`src/rtl/sprite_fetch_scheduler.sv`:
```
// sprite_fetch_scheduler: time-shares the sprite bitmap ROM among renderers during hblank
module sprite_fetch_scheduler #(
    parameter int NUM_SPRITES  = 4,
    parameter int ADDR_W       = 4,
    parameter int SLOT_CYCLES  = 4,
    parameter int HBLANK_START = 256,
    parameter int MAX_SLOTS    = 12
) (
    input  logic                          clk,
    input  logic                          reset,
    input  logic [8:0]                    hpos,
    input  logic [NUM_SPRITES-1:0]        req,
    input  logic [NUM_SPRITES*ADDR_W-1:0] addr_in,
    output logic [NUM_SPRITES-1:0]        load,
    output logic [ADDR_W-1:0]             rom_yofs,
    output logic [2:0]                    active_id,
    output logic                          busy,
    output logic                          overrun
);
    localparam int CNT_W = SLOT_CYCLES > 1 ? $clog2(SLOT_CYCLES) : 1;
    localparam int SLOT_W = $clog2(MAX_SLOTS + 1);
    localparam logic [CNT_W-1:0] CNT_LAST = CNT_W'(SLOT_CYCLES - 1);
    localparam logic [SLOT_W-1:0] SLOT_LAST = SLOT_W'(MAX_SLOTS - 1);
    localparam logic [3:0] N4 = 4'(NUM_SPRITES);
    localparam logic [2:0] ID_LAST = 3'(NUM_SPRITES - 1);
    localparam logic [8:0] HB = 9'(HBLANK_START);

    typedef enum logic [1:0] {IDLE, ARB, LOAD, DONE} state_t;

    state_t                 state;
    logic [2:0]             rr_ptr, rr_next, pick, off, sel;
    logic [3:0]             sum;
    logic [NUM_SPRITES-1:0] pending, rot, pick_oh, active_oh, pending_left;
    logic [SLOT_W-1:0]      slots;
    logic [CNT_W-1:0]       cnt;
    logic [ADDR_W-1:0]      sel_addr;

    // round-robin pick: rotate pending so rr_ptr lands at bit 0, take the lowest set bit, rotate back
    always_comb begin
        rot = NUM_SPRITES'({pending, pending} >> rr_ptr);
        off = 3'd0;
        for (int i = NUM_SPRITES - 1; i >= 0; i--)
            if (rot[i]) off = 3'(i);
        sum = {1'b0, rr_ptr} + {1'b0, off};
        pick = sum >= N4 ? 3'(sum - N4) : sum[2:0];
        pick_oh = NUM_SPRITES'(1) << pick;
        active_oh = NUM_SPRITES'(1) << active_id;
        pending_left = pending & ~active_oh;
        rr_next = rr_ptr == ID_LAST ? 3'd0 : rr_ptr + 3'd1;
        sel = state == ARB ? pick : active_id;
        sel_addr = ADDR_W'(addr_in >> (sel * ADDR_W));
    end

    // fetch FSM: snapshot at hblank, grant one load window at a time, rotate priority per line
    always_ff @(posedge clk or posedge reset) begin
        if (reset) begin
            state     <= IDLE;
            load      <= '0;
            rom_yofs  <= '0;
            active_id <= 3'd0;
            busy      <= 1'b0;
            overrun   <= 1'b0;
            rr_ptr    <= 3'd0;
            pending   <= '0;
            slots     <= '0;
            cnt       <= '0;
        end else begin
            overrun <= 1'b0;
            case (state)
                IDLE: if (hpos == HB) begin
                    pending <= req;
                    slots   <= '0;
                    busy    <= 1'b1;
                    state   <= ARB;
                end
                ARB: if (pending == '0) begin
                    busy   <= 1'b0;
                    rr_ptr <= rr_next;
                    state  <= DONE;
                end else begin
                    active_id <= pick;
                    cnt       <= '0;
                    load      <= pick_oh;
                    rom_yofs  <= sel_addr;
                    state     <= LOAD;
                end
                LOAD: if (cnt == CNT_LAST) begin
                    pending  <= pending_left;
                    slots    <= slots + 1'b1;
                    load     <= '0;
                    rom_yofs <= '0;
                    if (slots == SLOT_LAST || pending_left == '0) begin
                        busy    <= 1'b0;
                        rr_ptr  <= rr_next;
                        overrun <= |pending_left;
                        state   <= DONE;
                    end else begin
                        state <= ARB;
                    end
                end else begin
                    cnt      <= cnt + 1'b1;
                    rom_yofs <= sel_addr;
                end
                DONE: if (hpos == 9'd0) state <= IDLE;
                default: state <= IDLE;
            endcase
        end
    end
endmodule

```
`config.mk`:
```
export PLATFORM = sky130hd
export DESIGN_NAME = sprite_fetch_scheduler
export DESIGN_NICKNAME = d
export VERILOG_FILES = /design/src/rtl/sprite_fetch_scheduler.sv
export SDC_FILE = /design/constraint.sdc
export NUM_CORES = 1
export LEC_CHECK = 0
export BUFFER_PORTS_ARGS = -buffer_cell sky130_fd_sc_hd__buf_2
export CORE_AREA = 2 2 65 61
export DETAILED_ROUTE_END_ITERATION = 16
export DIE_AREA = 0 0 67 63
export PLACE_DENSITY = 0.76
export SKIP_LAST_GASP = 1
export SYNTH_ARGS = -nofsm -noshare
export SYNTH_HDL_FRONTEND = slang
export SYNTH_SLANG_ARGS = --single-unit
```
`constraint.sdc`:
```
create_clock -name clk -period 4 [get_ports clk]
set_input_delay 0.6 -clock clk [delete_from_list [all_inputs] [get_ports clk]]
set_output_delay 0.6 -clock clk [all_outputs]
set_load 0.02 [all_outputs]
```
==> impl_metrics.ini, run 1 <==
[sta]
slew_violations = 0
fin_crit_ps = 3070
max_slew_margin = 0.299
fmax_mhz = 326
fin_skew_ps = 11.6
timing.final.ws_setup_ps = 932
finalSetupTns_ps = 0
worst_slew_pin_slew_ps = 1050
min_period_over_period = 0.767
final_hold_viol_count = 0
setup_violations = 0
rsz0062_at_grt = false

[final_layout]
diodes = 0
final_util = 0.605
nets = 263
final_cell_mix = buf_2, dfrtp_1, nand2_1, o21ai_0
area_growth_pct = 15.9
fin_cells = 267
final_common_cell = buf_2
drive_gt1_frac = 0.303

[floorplanning]
die_w_um = 67
coreArea_um2 = 3570
num_rows = 21
die-height_um = 63
io_pins = 44
die_area_um2 = 4220
start_util = 0.522

[min_path]
hp-class = flip-flop to flip-flop
min_to = load[1]$_DFFE_PP0P_
whs_path_depth = 2
hold_start = load[1]$_DFFE_PP0P_

[cts]
tritoncts = built
clkSinkCount = 28
post_cts_buffers = 0
clock_latency_ps = 280
cts_buffer_depth = 2
cts_resized = 0
holdBufCountCts = 0
numCtsBuffers = 3
htreeDepth = 1
clkTransAtPathRegs_ps = 100
root_buffer = clkbuf_8

[critical_path]
r2r-start = rr_ptr[0]$_DFFE_PP0P_
r2r-end = rom_yofs[0]$_DFFE_PP0P_
end_kind = flip-flop
crit_path_start_kind = flip-flop
worstPathArrival_ps = 3250
r2r_setup_slack_ps = 930
critPathMaxFanout = 9
path_class = flip-flop to flip-flop
required_ps = 4180
worst-r2r-cell-count = 9

[synthesis]
async_flop_share = 1.00
synthCells = 180
synth_simple_gate_area_share = 0.161
yosysWarnings = 0
synth-edff-count = 0
synthAdderAreaFrac = 0.0711
ys.flop_type = dfrtp_1
synth_compound_area_frac = 0.229
synthMuxAreaShare = 0.114
synth_xor_area_frac = 0
synthDistinctLibCells = 49
ys_seq_area_frac = 0.376
synth_area_um2 = 1870
ys_ff_latch = 28
synth_nets = 221
synth_top_family_by_area = compound AO/OA/AOI/OAI gates
postSynthAreaPerCell_um2 = 10.4

[place]
place_ws_ps = 933
io_buffers = 43
post-dp-hpwl_um = 3050
place_inst = 263
place.gp.congestion = 0.829

[detailed_routing]
drt_wl_total_um = 3970
drc = 0
ant_nets = 0
drt_iter0_drc = 55
num_vias = 1526
wl_per_cell_um = 14.9
via_per_inst = 5.72
firstDrtPassIters = 4

[global_route]
antenna_found_initial = 0
grt_usage = 0.200
grt.overflow.total = 0
grt_pass1_wl_um = 6680
grt_max_degree = 29
grt_pass1_vias = 1458

[power]
powerDensity_nw_per_um2 = 895
ir_drop_mv = 0.350
p_leak_nw = 1.03

[status]
status = complete, no violations

[run]
maxCapViolCount = 0
[stage by stage]
step | power (W) | cell area (um^2) | hold WS, ps
4_1_cts | 0.00194 | 2160 | 504
3_5_place_dp | 0.00171 | 2090 | 480
6_report | 0.00194 | 2160 | 502
5_1_grt | 0.00211 | 2160 | 531
2_1_floorplan | 0.00149 | 1870 | 497
3_3_place_gp | 0.00168 | 2090 | 466
[worst max path at each step]
stage                                     start                      end  slack (ps)  cells past startpoint
after global routing      rr_ptr[0]$_DFFE_PP0P_  rom_yofs[0]$_DFFE_PP0P_         750                      9
after global placement    rr_ptr[0]$_DFFE_PP0P_  rom_yofs[0]$_DFFE_PP0P_        1030                      9
after floorplan           rr_ptr[0]$_DFFE_PP0P_  rom_yofs[0]$_DFFE_PP0P_        1020                     10
final                     rr_ptr[0]$_DFFE_PP0P_  rom_yofs[0]$_DFFE_PP0P_         930                      9
after CTS                 rr_ptr[0]$_DFFE_PP0P_  rom_yofs[0]$_DFFE_PP0P_         930                      9
after detailed placement  rr_ptr[0]$_DFFE_PP0P_  rom_yofs[0]$_DFFE_PP0P_         930                      9
[synthesized netlist by cell type, drive strengths merged, types with 2 or more instances]
cell	instances	area share
nand3	5	0.013
nor3	4	0.011
mux2i	7	0.038
or3	2	0.0067
clkbuf	4	0.013
o31ai	2	0.0080
buf	2	0.012
and2b	2	0.0094
o21ai	17	0.048
ha	9	0.060
mux2	4	0.028
nand2	19	0.042
nor2b	3	0.010
o21a	2	0.0080
a21o	3	0.013
nor2	4	0.0094
nor4	2	0.0067
nand2b	4	0.013
inv	12	0.024
nand3b	2	0.0080
a32o	4	0.021
a22o	12	0.056
a21oi	7	0.021
mux4	4	0.048
dfrtp	28	0.38
[power breakdown]
part | internal, W | switching [W] | total, W
combinational | 0.000547 | 0.000647 | 0.00119
clock | 0.000134 | 0.0000889 | 0.000223
sequential | 0.000387 | 0.000131 | 0.000518
total | 0.00107 | 0.000867 | 0.00194
[worst max-delay path, cell delays in order (launching register included)]
cell and delay, ps:
dfrtp_1 550, mux2_2 410, nand2b_1 150, a21oi_1 130, o21bai_1 120, ha_1 200, fa_1 460, mux2i_1 360
mux4_2 360, a22o_1 230
[logic make-up after synthesis]
logic type / after synthesis
DFF: 28
buffers and inverters: 18
muxes: 15
and+or+nand+nor: 52
AOI/OAI and AO/OA: 57
adders and majority gates: 10
[per-layer routing]
metal  global-route usage  part of all wire
met2                0.333              0.46
met1                0.268              0.48
met4               0.0485            0.0091
met5                    0                 0
met3               0.0342             0.049
[sequential cells by signal, summed over array words and instances, names as in the netlist]
signal / flops
active_id: 3
cnt: 2
rr_ptr: 3
busy: 1
rom_yofs: 4
state: 2
load: 4
overrun: 1
pending: 4
slots: 4
[cell type report]
| cell class | count | area (um^2) |
|---|---|---|
| Sequential cell | 28 | 701 |
| Clock inverter | 1 | 30.0 |
| Clock buffer | 3 | 41.3 |
| Timing Repair Buffer | 43 | 215 |
| Tap cell | 46 | 57.6 |
| Inverter | 12 | 45.0 |
| Fill cell | 323 | 1410 |
| Multi-Input combinational cell | 134 | 1070 |
Note: power is estimated with default switching activity, not from simulation.
==> run 2: changes to the inputs <==
ABC_AREA = 1   (was not set)
CORE_AREA = 2 2 69 65   (was 2 2 65 61)
DIE_AREA = 0 0 71 67   (was 0 0 67 63)
PLACE_DENSITY = 0.71   (was 0.76)
clock period = 2.6 ns   (was 4 ns; I/O delays follow)
==> impl_metrics.ini, run 2 <==
[synthesis]
synthMuxAreaShare = 0.00532
async_flop_share = 1.00
synth-edff-count = 0
synth_nets = 298
ys_top_cells_by_count = nand2_1, inv_1, o21ai_0
synth_simple_gate_area_share = 0.289
synth_top_area_frac = 0.373
synth_compound_area_frac = 0.171
yosysTopAreaCell = dfrtp_1
synth.most_common_cell = nand2_1
yosysWarnings = 0
synthAdderAreaFrac = 0.0705
synthCells = 257
ys_ff_latch = 28
ys.flop_type = dfrtp_1
yosys-top-cells-area = dfrtp_1, nand2_1, o21ai_0, inv_1, ha_1
synthDistinctLibCells = 31
synth_area_um2 = 1880
ys_seq_area_frac = 0.373
postSynthAreaPerCell_um2 = 7.32
synth_top_family_by_area = simple AND/OR/NAND/NOR gates
synth_xor_area_frac = 0.00931

[critical_path]
end_kind = flip-flop
worstPathCellList = buf_6, nand2_2, o21ai_2, nand3_1, nand2_1, nand2_1, a21oi_2, ha_2, fa_2, nand2_2, o21ai_4, o21ai_1, o22ai_1, nand2_1, o21ai_1
critPathMaxFanout = 6
required_ps = 2800
cpMostUsedCell = nand2_1
worstPathArrival_ps = 2710
crit_path_start_kind = flip-flop
slowest_stage = fa_2
cp_slowest_stage_delay_ps = 590
cp_top_family = adder cells
critical_path_buf_inv_count = 1
path_class = flip-flop to flip-flop

[cts]
holdBufCountCts = 0
clkSinkCount = 28
htreeDepth = 1
clkTransAtPathRegs_ps = 90
tritoncts = built
numCtsBuffers = 3
clock_latency_ps = 270
root_buffer = clkbuf_8
cts_buffer_depth = 2

[sta]
min_period_over_period = 0.965
finalSetupTns_ps = 0
fin_skew_ps = 2.03
fmax_mhz = 398
final_hold_viol_count = 0
worst_slew_pin_slew_ps = 449
max_slew_margin = 0.700
rsz0062_at_grt = true
fin_crit_ps = 2510
setup_violations = 0
slew_violations = 0

[floorplanning]
die-height_um = 67
die_area_um2 = 4760
coreArea_um2 = 3990
io_pins = 44
start_util = 0.471
num_rows = 22
die_w_um = 71

[power]
powerDensity_nw_per_um2 = 1360
ir_drop_mv = 0.545
p_leak_nw = 1.19

[detailed_routing]
firstDrtPassIters = 4
ant_nets = 0
drc = 0
num_vias = 1779
wl_per_cell_um = 12.1
drt_wl_total_um = 4280
drt_iter0_drc = 80
via_per_inst = 5.03

[final_layout]
nets = 349
fin_cells = 354
area_growth_pct = 22.4
final_cell_mix = nand2_1, buf_2, inv_1, dfrtp_1, nor2_1
nFillCells = 372
multiInputGateArea_um2 = 1090
final_common_cell = nand2_1
drive_gt1_frac = 0.301
regArea_um2 = 702
diodes = 0

[global_route]
grt_max_degree = 29
grt_usage = 0.193
grt_pass1_wl_um = 7370
antenna_found_initial = 0
grt_pass1_vias = 1689
grt.overflow.total = 0

[place]
post-dp-hpwl_um = 3200
place.gp.congestion = 0.882
io_buffers = 43
place_inst = 348

[status]
status = complete, no violations

[min_path]
hp-class = input port to async pin

[run]
maxCapViolCount = 0
[run 2: cell types whose count changed after synthesis, moves of 5 or more]
| cell | previous run | this run |
|---|---|---|
| a22o_1 | 12 | 0 |
| inv_1 | 12 | 32 |
| mux2i_1 | 7 | 1 |
| nand2_1 | 18 | 69 |
| nand2_2 | 0 | 5 |
| nand3_1 | 5 | 11 |
| nand4_1 | 1 | 9 |
| nor2_1 | 3 | 22 |
| o21ai_0 | 15 | 30 |
[run 2: layout make-up]
type	count	area share
multi-input combinational	191	0.476
inverter	34	0.0576
tap	48	0.0261
clock buffer	3	0.0179
sequential	28	0.305
timing repair buffer	50	0.118
[run 2: path summary, 6_finish.rpt]
path	start	to	slack, ps	cells past startpoint
min in group clk	req[2]	pending[2]$_DFFE_PP0P_	450	5
max in group asynchronous	reset	rr_ptr[0]$_DFFE_PP0P_	2130	3
setup / recovery	rr_ptr[0]$_DFFE_PP0P_	rom_yofs[1]$_DFFE_PP0P_	90	15
hold reg to reg	busy$_DFFE_PP0P_	busy$_DFFE_PP0P_	470	2
hold / removal	reset	rom_yofs[2]$_DFFE_PP0P_	180	3
setup reg to reg	rr_ptr[0]$_DFFE_PP0P_	rom_yofs[1]$_DFFE_PP0P_	90	15
[run 2: cells by family (layout without fill, tap and decap cells)]
family / count (synthesis) / after routing
simple gates: 123 / 123
compound gates: 55 / 55
buf+inv: 38 / 87
flops: 28 / 28
fa+ha+maj: 10 / 10
xor+xnor: 2 / 2
mux: 1 / 1
[run 2: per-stage QoR]
stage / utilization / instance area, um^2 / setup WS, ps / power [W] / hold WS, ps
floorplan: - / 1880 / 122 / 0.00219 / 442
global placement: 0.541 / 2160 / 75.9 / 0.00256 / 456
detailed placement: 0.541 / 2160 / -32.1 / 0.00260 / 460
CTS: 0.552 / 2200 / 21.2 / 0.00285 / 188
global route: 0.577 / 2300 / -106 / 0.00347 / 199
finish: 0.577 / 2300 / 90.1 / 0.00312 / 180
[run 2: repair_timing]
action	CTS	global route
resized for setup	3	36
buffers inserted	0	3
pin swaps	0	10
endpoints found under the setup margin	4	4
[run 2: worst reg2reg max path, stage by stage, from the launching register on]
cell and delay [ps]:
dfrtp_2 460, buf_6 140, nand2_2 60, o21ai_2 70
nand3_1 80, nand2_1 60, nand2_1 70, a21oi_2 60
ha_2 210, fa_2 590, nand2_2 80, o21ai_4 110
o21ai_1 110, o22ai_1 200, nand2_1 70, o21ai_1 70
[run 2: report_power, final]
part / total, W / internal (W) / switching [W]
Combinational: 0.00217 / 0.000789 / 0.00138
Sequential: 0.000719 / 0.000594 / 0.000125
Clock: 0.000231 / 0.000104 / 0.000127
Total: 0.00312 / 0.00149 / 0.00163
[run 2: metal layers]
layer  vias up  track usage  share of wire
met1       795        0.260           0.49
met2        41        0.327           0.46
met4         0       0.0236         0.0040
li1        938            -              -
met3         5       0.0424          0.052
met5         -            0              0
==> run 3: changes to the inputs <==
--- a/config.mk
+++ b/config.mk
@@ -14,2 +14,3 @@
 export SKIP_LAST_GASP = 1
+export SLEW_MARGIN = 20
 export SYNTH_ARGS = -nofsm -noshare
==> constraint.sdc (replaced) <==
create_clock -name clk -period 2.6 [get_ports clk]
set_input_delay 0.13 -clock clk [delete_from_list [all_inputs] [get_ports clk]]
set_output_delay 0.13 -clock clk [all_outputs]
set_load 0.02 [all_outputs]
==> impl_metrics.ini, run 3 (synthesis gave the netlist of run 2 again) <==
[global_route]
met1_usage = 0.264
grtUsageMet3 = 0.0439
top_usage_layer = met2
met2_usage = 0.326
grt_usage = 0.195
grt_pass1_vias = 1700
grt.overflow.total = 0
antenna_found_initial = 0
grt_max_degree = 29
grt_pass1_wl_um = 7430

[sta]
fmax_mhz = 399
worst_slew_pin_slew_ps = 450
rsz0062_at_grt = true
slew_violations = 0
min_period_over_period = 0.965
setup_violations = 0
fin_skew_ps = 3.37
fin_crit_ps = 2510
final_hold_viol_count = 0
hold_ws_ps = 187
max_slew_margin = 0.700

[cts]
root_buffer = clkbuf_8
clkSinkCount = 28
htreeDepth = 1
clkTransAtPathRegs_ps = 90
cts_buffer_depth = 2
tritoncts = built
numCtsBuffers = 3
clock_latency_ps = 270

[floorplanning]
die-height_um = 67
num_rows = 22
start_util = 0.471
coreArea_um2 = 3990
io_pins = 44
die_area_um2 = 4760
die_w_um = 71

[place]
place.gp.congestion = 0.882
post-dp-hpwl_um = 3200
place_area_um2 = 2160
io_buffers = 43

[power]
powerDensity_nw_per_um2 = 1350
p_leak_nw = 1.20
ir_drop_mv = 0.545

[critical_path]
worst-r2r-cell-count = 15
required_ps = 2800
path_class = flip-flop to flip-flop
r2r-start = rr_ptr[0]$_DFFE_PP0P_
r2r-end = rom_yofs[1]$_DFFE_PP0P_
end_kind = flip-flop
r2r_setup_slack_ps = 90
worstPathArrival_ps = 2710
critPathMaxFanout = 6
crit_path_start_kind = flip-flop

[detailed_routing]
wl_per_cell_um = 12.2
firstDrtPassIters = 4
drt_iter0_drc = 89
ant_nets = 0
via_per_inst = 5.00
num_vias = 1776
drc = 0
drt_wl_total_um = 4310

[status]
status = complete, no violations

[final_layout]
final_cell_mix = nand2_1, buf_2, inv_1, dfrtp_1, nor2_1
diodes = 0
drive_gt1_frac = 0.300
nets = 350
final_area_um2 = 2310
final_common_cell = nand2_1
area_growth_pct = 23.0

[min_path]
min_to = pending[2]$_DFFE_PP0P_
whs_path_depth = 5
hold_start = req[2]
hp-class = input port to flip-flop

[run]
maxCapViolCount = 0
## run 3: cell count changes in the layout (fill, tap and decap cells not counted)
cell and change:
dlygate4sd3_1 +1
## run 3: stage by stage
stage | power (W) | instances | setup slack, ps | TNS (ps) | util
floorplan | 0.00219 | 257 | 122 | 0 | -
global placement | 0.00256 | 348 | 75.9 | 0 | 0.541
detailed placement | 0.00260 | 348 | -32.1 | -88.6 | 0.541
CTS | 0.00285 | 352 | 21.2 | 0 | 0.555
global route | 0.00347 | 355 | -106 | -343 | 0.579
finish | 0.00312 | 355 | 90.9 | 0 | 0.579
## run 3: critical path, cell delays in order (launching register included)
cell and delay, ps:
dfrtp_2 450, buf_6 140, nand2_2 60, o21ai_2 70
nand3_1 90, nand2_1 70, nand2_1 70, a21oi_2 60
ha_2 210, fa_2 590, nand2_2 80, o21ai_4 110
o21ai_1 100, o22ai_1 200, nand2_1 70, o21ai_1 70
## run 3: where the power goes
| part | switching, W | total, W | internal [W] |
|---|---|---|---|
| logic | 0.00138 | 0.00217 | 0.000791 |
| registers | 0.000125 | 0.000719 | 0.000594 |
| clock network | 0.000127 | 0.000231 | 0.000104 |
| total | 0.00163 | 0.00312 | 0.00149 |
## run 3: routing by layer
layer	part of all wire	vias up
li1	-	940
met4	0.0039	0
met5	0	-
met3	0.054	5
met1	0.48	788
met2	0.46	43
## run 3: layout make-up
| cell class | instances | area, um^2 |
|---|---|---|
| Inverter | 34 | 133 |
| Timing Repair Buffer | 51 | 282 |
| Multi-Input combinational cell | 191 | 1090 |
| Fill cell | 371 | 1680 |
| Clock buffer | 3 | 41.3 |
| Tap cell | 48 | 60.1 |
| Sequential cell | 28 | 702 |
## run 3: how the worst max path moves through the flow
stage / from / slack (ps) / end / depth (start not counted)
after global placement: rr_ptr[0]$_DFFE_PP0P_ / 80 / rom_yofs[0]$_DFFE_PP0P_ / 14
after detailed placement: rr_ptr[0]$_DFFE_PP0P_ / -30 / rom_yofs[3]$_DFFE_PP0P_ / 14
after floorplan: rr_ptr[0]$_DFFE_PP0P_ / 120 / rom_yofs[0]$_DFFE_PP0P_ / 15
after global routing: rr_ptr[0]$_DFFE_PP0P_ / -110 / rom_yofs[1]$_DFFE_PP0P_ / 15
final: rr_ptr[0]$_DFFE_PP0P_ / 90 / rom_yofs[1]$_DFFE_PP0P_ / 15
after CTS: rr_ptr[0]$_DFFE_PP0P_ / 20 / rom_yofs[3]$_DFFE_PP0P_ / 14
## run 3: what timing repair did
item                                    CTS  global route
pin swaps                                 0            10
buffers inserted                          0             3
hold buffers                              1             0
endpoints found under the hold margin    28             0
resized for setup                         3            36
endpoints found under the setup margin    4             4
